<file path="config.mk">
export PLATFORM = sky130hd
export DESIGN_NAME = wrapper_in_fp
export DESIGN_NICKNAME = d
export VERILOG_FILES = /design/src/rtl/wrapper_pkg.sv /design/src/rtl/wrapper_in_dp.sv /design/src/rtl/wrapper_in_fp.sv
export SDC_FILE = /design/constraint.sdc
export NUM_CORES = 1
export LEC_CHECK = 0
export BUFFER_PORTS_ARGS = -buffer_cell sky130_fd_sc_hd__buf_2
export CAP_MARGIN = 20
export CELL_PAD_IN_SITES_DETAIL_PLACEMENT = 1
export CELL_PAD_IN_SITES_GLOBAL_PLACEMENT = 1
export CORE_MARGIN = 3
export CORE_UTILIZATION = 38
export DETAILED_ROUTE_END_ITERATION = 7
export PLACE_DENSITY = 0.9
export SLEW_MARGIN = 15
export SYNTH_ARGS = -nofsm -noshare
export SYNTH_HDL_FRONTEND = slang
export SYNTH_SLANG_ARGS = --single-unit
</file>
<file path="constraint.sdc">
create_clock -name clk -period 2.5 [get_ports clk]
set_input_delay 0.5 -clock clk [delete_from_list [all_inputs] [get_ports clk]]
set_output_delay 0.5 -clock clk [all_outputs]
set_load 0.005 [all_outputs]
</file>
<file path="src/rtl/wrapper_pkg.sv">
// wrapper_pkg: definitions shared by the FP unit bus wrappers (input and
// output side). It holds the FSM state encoding, the default bus width and
// the Moore output decode used by the input wrapper control FSM.
// The BUSY state is only reachable when WRAPPER_IN_BUSY_EN is defined.
package wrapper_pkg;

    // Default operand / bus width of the FP unit.
    localparam int WIDTH_DEFAULT = 32;

    // Handshake FSM states. The encoding is fixed so that both wrappers and
    // any debug tooling agree on the numeric values.
    typedef enum logic [2:0] {
        WAIT_A = 3'd0,
        CAPT_A = 3'd1,
        ACK_A  = 3'd2,
        WAIT_B = 3'd3,
        CAPT_B = 3'd4,
        ACK_B  = 3'd5,
        START  = 3'd6,
        BUSY   = 3'd7
    } state_t;

    // Control signals that are pure functions of the current state.
    typedef struct packed {
        logic load_a;
        logic load_b;
        logic in_accepted;
        logic start_fp;
        logic busy;
    } ctrl_t;

    // Moore decode: every control output depends only on the state register,
    // so nothing here can combinationally follow inReady or doneFP.
    function automatic ctrl_t decode_ctrl(input state_t s);
        ctrl_t c;
        c = '0;
        case (s)
            CAPT_A:  c.load_a      = 1'b1;
            CAPT_B:  c.load_b      = 1'b1;
            ACK_A:   c.in_accepted = 1'b1;
            ACK_B:   c.in_accepted = 1'b1;
            START:   c.start_fp    = 1'b1;
            BUSY:    c.busy        = 1'b1;
            default: c             = '0;
        endcase
        return c;
    endfunction

endpackage

</file>
<file path="src/rtl/wrapper_in_dp.sv">
// wrapper_in_dp: operand storage for the FP input wrapper. Two WIDTH-bit
// registers load from the shared bus when their enable is high and hold
// otherwise. No arithmetic is applied; data passes through unchanged.
module wrapper_in_dp
    import wrapper_pkg::*;
#(
    parameter int WIDTH = WIDTH_DEFAULT
) (
    input  logic             clk,
    input  logic             rst,
    input  logic             load_a,
    input  logic             load_b,
    input  logic [WIDTH-1:0] in_bus,
    output logic [WIDTH-1:0] operand_a,
    output logic [WIDTH-1:0] operand_b
);

    // Operand A register: captures the bus only in CAPT_A, cleared on reset
    // so a reset mid-transfer leaves no stale partial pair behind.
    always_ff @(posedge clk or posedge rst) begin
        if (rst) begin
            operand_a <= '0;
        end else if (load_a) begin
            operand_a <= in_bus;
        end
    end

    // Operand B register: captures the bus only in CAPT_B.
    always_ff @(posedge clk or posedge rst) begin
        if (rst) begin
            operand_b <= '0;
        end else if (load_b) begin
            operand_b <= in_bus;
        end
    end

endmodule

</file>
<file path="src/rtl/wrapper_in_fp.sv">
// wrapper_in_fp: input-side bus wrapper for the 32-bit FP unit.
// Receives operand A then operand B over one shared bus using a 4-phase
// inReady/inAccepted handshake, stores both, then pulses startFP for one
// cycle. Optional feature macro: WRAPPER_IN_BUSY_EN -- when defined, the
// wrapper waits in BUSY (busy=1) after START until doneFP is sampled high and
// accepts no new operand meanwhile; when undefined, START returns straight
// to WAIT_A, busy is tied low and doneFP is ignored.
module wrapper_in_fp
    import wrapper_pkg::*;
#(
    parameter int WIDTH = WIDTH_DEFAULT
) (
    input  logic             clk,
    input  logic             rst,
    input  logic             inReady,
    input  logic [WIDTH-1:0] InBus,
    input  logic             doneFP,
    output logic             inAccepted,
    output logic             startFP,
    output logic [WIDTH-1:0] OperandA,
    output logic [WIDTH-1:0] OperandB,
    output logic             busy
);

    state_t state_q;
    state_t state_d;
    ctrl_t  ctrl;

    // State register; reset drops any partially received operand pair.
    always_ff @(posedge clk or posedge rst) begin
        if (rst) begin
            state_q <= WAIT_A;
        end else begin
            state_q <= state_d;
        end
    end

    // Next-state logic and Moore output decode.
    always_comb begin
        state_d = state_q;
        ctrl    = decode_ctrl(state_q);
        case (state_q)
            WAIT_A: if (inReady)  state_d = CAPT_A;
            CAPT_A:               state_d = ACK_A;
            // inReady held high here keeps the ack up without re-capturing.
            ACK_A:  if (!inReady) state_d = WAIT_B;
            WAIT_B: if (inReady)  state_d = CAPT_B;
            CAPT_B:               state_d = ACK_B;
            ACK_B:  if (!inReady) state_d = START;
`ifdef WRAPPER_IN_BUSY_EN
            START:                state_d = BUSY;
            // New operands stay pending on the bus until the core is done.
            BUSY:   if (doneFP)   state_d = WAIT_A;
`else
            START:                state_d = WAIT_A;
            BUSY:                 state_d = WAIT_A;
`endif
            default:              state_d = WAIT_A;
        endcase
    end

    assign inAccepted = ctrl.in_accepted;
    assign startFP    = ctrl.start_fp;

`ifdef WRAPPER_IN_BUSY_EN
    assign busy = ctrl.busy;
`else
    // Without the busy feature the completion flag has no consumer.
    logic unused_busy_path;
    assign unused_busy_path = ^{doneFP, ctrl.busy};
    assign busy = 1'b0;
`endif

    wrapper_in_dp #(
        .WIDTH (WIDTH)
    ) u_dp (
        .clk       (clk),
        .rst       (rst),
        .load_a    (ctrl.load_a),
        .load_b    (ctrl.load_b),
        .in_bus    (InBus),
        .operand_a (OperandA),
        .operand_b (OperandB)
    );

endmodule
</file>
# ---- Yosys cells after proc, flatten, opt, wreduce, memory -nomap -nowiden
# Index checks and enable logic that the tools add are counted.
dict set report op_classes {
  eq_ne 11
  mux 9
  n_reduce_logical 4
}
# op n
set op_table {}
lappend op_table {{3-bit case mux with 7 select lines} 1}
lappend op_table {{3-bit equality test (second input constant)} 4}
lappend op_table {{3-bit two-way mux} 4}
lappend op_table {{2-bit inequality test (second input constant)} 4}
lappend op_table {{3-bit by 2-bit equality test with 1-bit output (second input constant)} 2}
lappend op_table {{1-bit two-way mux} 4}
lappend op_table {{4-bit AND reduction} 1}
lappend op_table {{2-bit OR reduction} 2}
lappend op_table {{3-bit by 1-bit equality test with 1-bit output (second input constant)} 1}
lappend op_table {{3-bit logical NOT} 1}
dict set report word_totals {
  ff_bits 67
  inputBits 36
  out_inout_bits 67
  elab_cells 27
}

# ---- Logic depth before layout (Yosys ltp)
# Gate-level depths: netlist (run 1).
dict set report logic_depth {
  depth_word 3
  ltp_mapped 4
  depth_no_buf 2
}

# ---- Modules after synthesis
# A second synthesis (run 1) with hierarchy kept.
dict set report unflattened {
  cells_unflattened 162
  area_unflattened_um2 2906.5
}
# module instances cells_each area_per_inst_um2 seq_area_each_um2
set modules_own_cells {}
lappend modules_own_cells {wrapper_in_dp 1 137 2693.8 1601.5}
lappend modules_own_cells {wrapper_in_fp 1 25 212.7 75.1}

# ---- Worst setup path after synthesis (run 1)
# No wires, ideal clock.
dict set report synth_path {
  path_kind {register -> register}
  start {reg state_q[1]}
  end {reg u_dp.operand_a[0]}
  setup_ns 0.125
  arrival_ns 1.346
  required_ns 2.375
  path_slack_ns 1.029
  stages_incl_launch_ff 5
  n_path_buf 2
  period_less_slack_ns 1.471
  path_cell_list {dfrtp_1 -> buf_6 -> nor3b_4 -> buf_6 -> mux2_2}
}
dict set report synth_via {
  elab_chain_len 2
}
# element line
set synth_rtl {}
lappend synth_rtl {{start, declared} wrapper_in_fp.sv:25} ;# state_t state_q;
lappend synth_rtl {{start signal, assigned} wrapper_in_fp.sv:34} ;# state_q <= state_d;
lappend synth_rtl {{3-bit by 1-bit equality test with 1-bit output} wrapper_pkg.sv:37} ;# case (s)
lappend synth_rtl {{1-bit two-way mux} wrapper_pkg.sv:37}
lappend synth_rtl {{end signal, assigned} wrapper_in_dp.sv:24} ;# operand_a <= in_bus;
lappend synth_rtl {{end, declared} wrapper_in_dp.sv:14} ;# output logic [WIDTH-1:0] operand_a,
# Every way passes these cells.
# A chain may end at the register's enable or synchronous reset.

# ---- Final worst setup path (run 1)
dict set report layout_path {
  start {reg state_q[1]}
  end {out inAccepted}
}
dict set report layout_via {
  elab_chain_len 3
  word_cells_on_any_way 4
  cone_classes {eq/ne (2); mux (1); reduce/logical (1)}
}
# element line
set layout_rtl {}
lappend layout_rtl {{3-bit equality test / 3-bit by 2-bit equality test with 1-bit output (equally long branches)} wrapper_pkg.sv:37}
lappend layout_rtl {{2-bit OR reduction (no source line) (*)} -}
lappend layout_rtl {{1-bit two-way mux (*)} wrapper_pkg.sv:37}
lappend layout_rtl {{end, declared} wrapper_in_fp.sv:18} ;# output logic inAccepted,
# Every way passes the cells marked *; elsewhere a longest branch is shown, timed or not.

==> reports/qor.txt, run 1 <==
RSZ-0062 raised after global routing -> no
DRC marker count from the first detailed-route iteration -> 46
VDD IR-drop max -> 0.5081 mV
Core Area -> 0.006495 sq mm
Post-DP HPWL -> 4.025 mm
Top cell type's share of synthesized area -> 64.08%
Pre-Repair DR Iteration Count -> 5
Critical path startpoint category -> register
Layout Utilization -> 52.23%
CTS tree -> yes
Worst R2R Start -> state_q[2]
Deepest clock path buffer count -> 2
Worst-path cell chain -> nand2b_1, o22ai_1, buf_2
Max Slew Vio Count -> 0
Final setup TNS -> 0 ns
Layout cells sized above 1 -> 66.91%
Slew HR -> 62.22%
Placer's final routability congestion estimate -> 0.6830
Global-route wire length before repair -> 8.721 mm
Count leader, synth -> dfrtp_1
Switching Power -> 1.328 mW
Number of synthesized flops with an enable pin -> 0
Register area share after synthesis -> 64.08%
Arrival @ worst endpoint -> 1.33 ns
Max Cap Violations -> 0
Flops & latches, synth -> 67
Diodes inserted -> 0
Crit end category -> output port
Die ar. -> 0.007917 sq mm
# IOs -> 103
Nets@finish -> 301
Sequential share of power -> 43.1%
DR vias/cell -> 4.783
Fmax -> 545.8 MHz
Die span in y -> 88.98 microns
Port Buffers -> 100
Skew final -> 0.01000 ns
Part of the power in the clock network -> 21.7%
Worst-Skew Late Latency -> 0.33 ns
Int Pwr -> 3.193 mW
Final period util -> 73.29%
Synth Cell Area -> 0.002616 sq mm
Crit-path max FO -> 11
CP Depth -> 3
Hold_buf cts -> 0
GRT overflow -> 0
Cell Pwr Density -> 1333 mW/mm^2
Total GRT Usage -> 14.72%
Post-CTS Setup Bufs -> 0
Core Rows -> 29
Critical Path RT -> 2.00 ns
Residual DRC -> 0
Initial antenna violation count -> 0
Drt wl/cell -> 16.05 microns
Syn Inst Count -> 159
Clock root buffer master -> clkbuf_8
Min cycle time layout -> 1.832 ns
Num CTS Buffers -> 9
Pin count of the biggest net entering global routing -> 43
Number of global-route vias before repair -> 1,708
Worst reg-to-reg setup slack -> 0.80 ns
Yosys warning total -> 0
Post-Syn Area per Cell -> 16.45 sq um
Synth top cells by count -> dfrtp_1 (67), mux2_2 (58), mux2_1 (6)
Ys async rst share -> 100.0%
H-tree Lvls -> 3
CTS resizes -> 0
Die Width -> 88.98 microns
Worst R2R Path Depth -> 3
CP top delay family -> flip-flops
Area growth, synth to finish -> 29.65%
Reg clk slew, reported paths -> 0.08 ns
Gate power share -> 35.2%
Status -> finished clean
Buf/Inv on CP -> 1
Worst r2r dst -> u_dp.operand_b[15]
Most used DFF post-synth -> dfrtp_1
Largest stage delay, worst path -> 0.60 ns
Via Count -> 1,655
Top post-synthesis cells by area -> dfrtp_1 (64%), mux2_2 (25%), mux2_1 (2.6%)
Initial core utilization -> 40.28%
Clk sinks -> 67
DRT antenna net count -> 0
Drt total wl -> 5.552 mm
Yosys cell types -> 21
Switching part of the total power -> 29.38%
Worst hold path class -> in -> async
Syn_nets -> 195
Yosys top cell by area -> dfrtp_1
CP Class -> reg -> out
Final setup fails -> 0
CP max stage cell -> dfrtp_1
Final hold violations -> 0
Slew @ Worst Pin -> 0.5658 ns
Pleak -> 1.639 nW
[how the worst max path moves through the flow]
stage | start | to
floorplan | rst | state_q[0]
global placement | state_q[2] | u_dp.operand_b[25]
detailed placement | state_q[2] | u_dp.operand_b[15]
CTS | state_q[1] | inAccepted
global route | state_q[2] | startFP
finish | state_q[1] | inAccepted
[worst register-to-register path, delay by kind of cell (launching register included)]
kind	cells	cell delay [ns]
buffers and inverters	1	0.36
flip-flops	1	0.56
multiplexers	1	0.40
AND/OR/NAND/NOR	1	0.27
[placed cells by master, fill, tap and decap left out]
cell type / n
dfrtp_1: 67
mux2_2: 58
a21o_1: 1
nand4b_1: 1
nand2b_1: 1
o21bai_1: 1
nor3b_1: 1
clkbuf_1: 1
o21ai_0: 1
o21a_1: 1
inv_2: 1
nand2_1: 1
inv_1: 1
nor3b_4: 2
a221oi_1: 1
clkinvlp_4: 2
conb_1: 1
a21oi_1: 2
buf_12: 1
buf_4: 4
clkbuf_8: 10
nor2_1: 1
buf_2: 100
o22ai_1: 1
mux2_1: 6
bufinv_16: 2
[cells by family (layout without fill, tap and decap cells)]
group / count (synthesis) / in the layout / synth area share (%)
DFF: 67 / 67 / 64.08
muxes: 64 / 64 / 27.55
buffers and inverters: 12 / 122 / 3.635
AOI/OAI and AO/OA: 8 / 8 / 2.009
and+or+nand+nor: 7 / 7 / 2.583
other: 1 / 1 / 0.1433
[layer usage]
metal	vias up	GRT usage [%]	routed length, microns
met5	-	0	0
met3	6	4.147	422
met4	0	6.089	51
met1	821	17.77	2327
met2	61	24.83	2751
li1	767	-	-
[layout make-up]
class | count | area (sq um)
clock buffers | 11 | 141.4
clock inverters | 4 | 75.07
fillers | 689 | 3103
inverters | 2 | 7.507
multi-input cells | 80 | 844.6
flip-flops and latches | 67 | 1677
well taps | 77 | 96.34
repair buffers | 105 | 550.5
[state kept, by name (all words and copies together) (netlist names)]
name,cells
state_q,3
u_dp.operand_b,32
u_dp.operand_a,32
[power by group through the flow]
stage	clock network (mW)	logic, mW	registers [mW]
2_1_floorplan	0	0.938	1.96
4_1_cts	1.01	1.64	1.96
6_report	0.981	1.59	1.95
3_3_place_gp	0	1.58	1.94
3_5_place_dp	0	1.64	1.98
5_1_grt	1.06	1.78	2.03
[stage by stage]
step / worst slack [ns] / hold slack (ns) / cell area (sq um) / cells / power [mW]
after CTS: 0.6396 / 0.2296 / 3392 / 346 / 4.609
after global routing: 0.5574 / 0.2528 / 3392 / 346 / 4.869
after global placement: 0.8484 / 0.4629 / 3176 / 331 / 3.517
after detailed placement: 0.7765 / 0.4710 / 3176 / 331 / 3.618
after floorplan: 0.3168 / 0.4828 / 2616 / 159 / 2.896
final: 0.6678 / 0.2242 / 3392 / 346 / 4.522
Power figures use the tool's default switching activity.
==> run 2: changes to the inputs <==
Clock period 2.5 ns to 1.82 ns, I/O delays scaled along.
==> run 2 against run 1 <==
Compared with the run above: largest cell class unchanged; first-iteration DRC count fell by 37%; routed wire length increased by 3.2%; total power rose by 38%; highest routed layer unchanged.
==> reports/qor.txt, run 2 (synthesis results as in run 1) <==
Global-route wire length before repair -> 9.156 mm
Fin area -> 0.003413 sq mm
Placer's final routability congestion estimate -> 0.6546
CP Class -> reg -> out
CP max stage cell -> dfrtp_1
Via Count -> 1,651
Hold_buf cts -> 0
RSZ-0062 raised after global routing -> no
Final hold violations -> 0
H-tree Lvls -> 3
Skew final -> 0.007486 ns
Max Cap Violations -> 0
VDD IR-drop max -> 0.7005 mV
DRT antenna net count -> 0
Filler Cells Inserted -> 697
Top flop regs -> u_dp.operand_a (32), u_dp.operand_b (32), state_q (3)
Global-route met2 utilization -> 26.86%
Commonest non-fill, non-tap cell in the layout -> buf_2
Deepest clock path buffer count -> 2
Clk sinks -> 67
DR vias/cell -> 4.758
Commonest non-fill, non-tap cells in the layout -> buf_2 (100), dfrtp_1 (67), mux2_2 (58)
Core Area -> 0.006495 sq mm
Diodes inserted -> 0
Number of global-route vias before repair -> 1,819
DP Cell Count -> 331
Placed Area -> 0.003204 sq mm
Num CTS Buffers -> 9
Area growth, synth to finish -> 30.46%
Place WS -> 0.1773 ns
Power Total -> 6.246 mW
Die Width -> 88.98 microns
Drt total wl -> 5.729 mm
Layout cells sized above 1 -> 66.67%
Final setup fails -> 0
Final setup TNS -> 0 ns
Port Buffers -> 100
Grt met3 use -> 4.147%
Cell Pwr Density -> 1830 mW/mm^2
Min cycle time layout -> 1.677 ns
Arrival @ worst endpoint -> 1.31 ns
Reg clk slew, reported paths -> 0.07 ns
Die ar. -> 0.007917 sq mm
Status -> finished clean
Worst-Skew Late Latency -> 0.32 ns
DRC marker count from the first detailed-route iteration -> 29
Core Rows -> 29
CTS tree -> yes
Residual DRC -> 0
Clock root buffer master -> clkbuf_8
Initial antenna violation count -> 0
Post-CTS Setup Bufs -> 0
Pre-Repair DR Iteration Count -> 4
Critical path startpoint category -> register
Crit-path max FO -> 11
Max Slew Vio Count -> 0
Post-route insts no fill -> 347
GRT overflow -> 0
Fmax -> 596.2 MHz
Worst hold path class -> in -> async
Nets@finish -> 301
Final period util -> 92.16%
Largest stage delay, worst path -> 0.61 ns
Critical Path RT -> 1.46 ns
Pleak -> 1.643 nW
Initial core utilization -> 40.28%
GR Util met1 -> 17.95%
Post-DP HPWL -> 4.076 mm
Pin count of the biggest net entering global routing -> 68
CTS resizes -> 0
Post-route setup slack -> 0.1428 ns
Die span in y -> 88.98 microns
# IOs -> 103
Most Crowded Layer GR -> met2
Crit end category -> output port
Total GRT Usage -> 15.37%
Worst-path cell chain -> nand2b_1, o22ai_1, buf_2
Drt wl/cell -> 16.51 microns
run 2: per-layer routing:
metal,routed length (microns),vias up
met1,2283,830
met4,34,0
met2,3034,54
met5,0,-
met3,376,4
li1,-,763
run 2: final cells by class:
type	count	area, sq um	area share (%)
clock inverter	5	77.57	2.273
inverter	2	11.26	0.3299
timing repair buffer	105	575.6	16.86
multi-input combinational	80	844.6	24.74
tap	77	96.34	2.823
clock buffer	11	131.4	3.849
sequential	67	1677	49.12
run 2: worst max-delay path: cells and delay by family, from the launching register on:
kind,cells,cell delay (ns)
AO/OA/AOI/OAI,1,0.15
buffers and inverters,1,0.14
flip-flops,1,0.61
AND/OR/NAND/NOR,1,0.09
run 2: worst paths after layout:
check / slack [ns] / cells after the start / start / end
max in group asynchronous: 1.39 / 3 / rst / u_dp.operand_b[15]
min reg2reg: 0.49 / 1 / u_dp.operand_b[23] / u_dp.operand_b[23]
max: 0.14 / 3 / state_q[1] / inAccepted
max reg2reg: 0.19 / 3 / state_q[2] / u_dp.operand_b[14]
min: 0.15 / 3 / rst / u_dp.operand_b[20]
min in group clk: 0.27 / 2 / InBus[14] / u_dp.operand_a[14]
run 2: per-stage QoR:
step | hold slack, ns | utilization (%)
final | 0.1520 | 52.55
after detailed placement | 0.4780 | 49.34
after floorplan | 0.4695 | -
after global placement | 0.4621 | 49.34
after CTS | 0.1464 | 52.55
after global routing | 0.1575 | 52.55
run 2: power breakdown:
group	internal, mW	switching (mW)
Clock	0.768	0.535
Sequential	2.25	0.443
Combinational	1.37	0.879
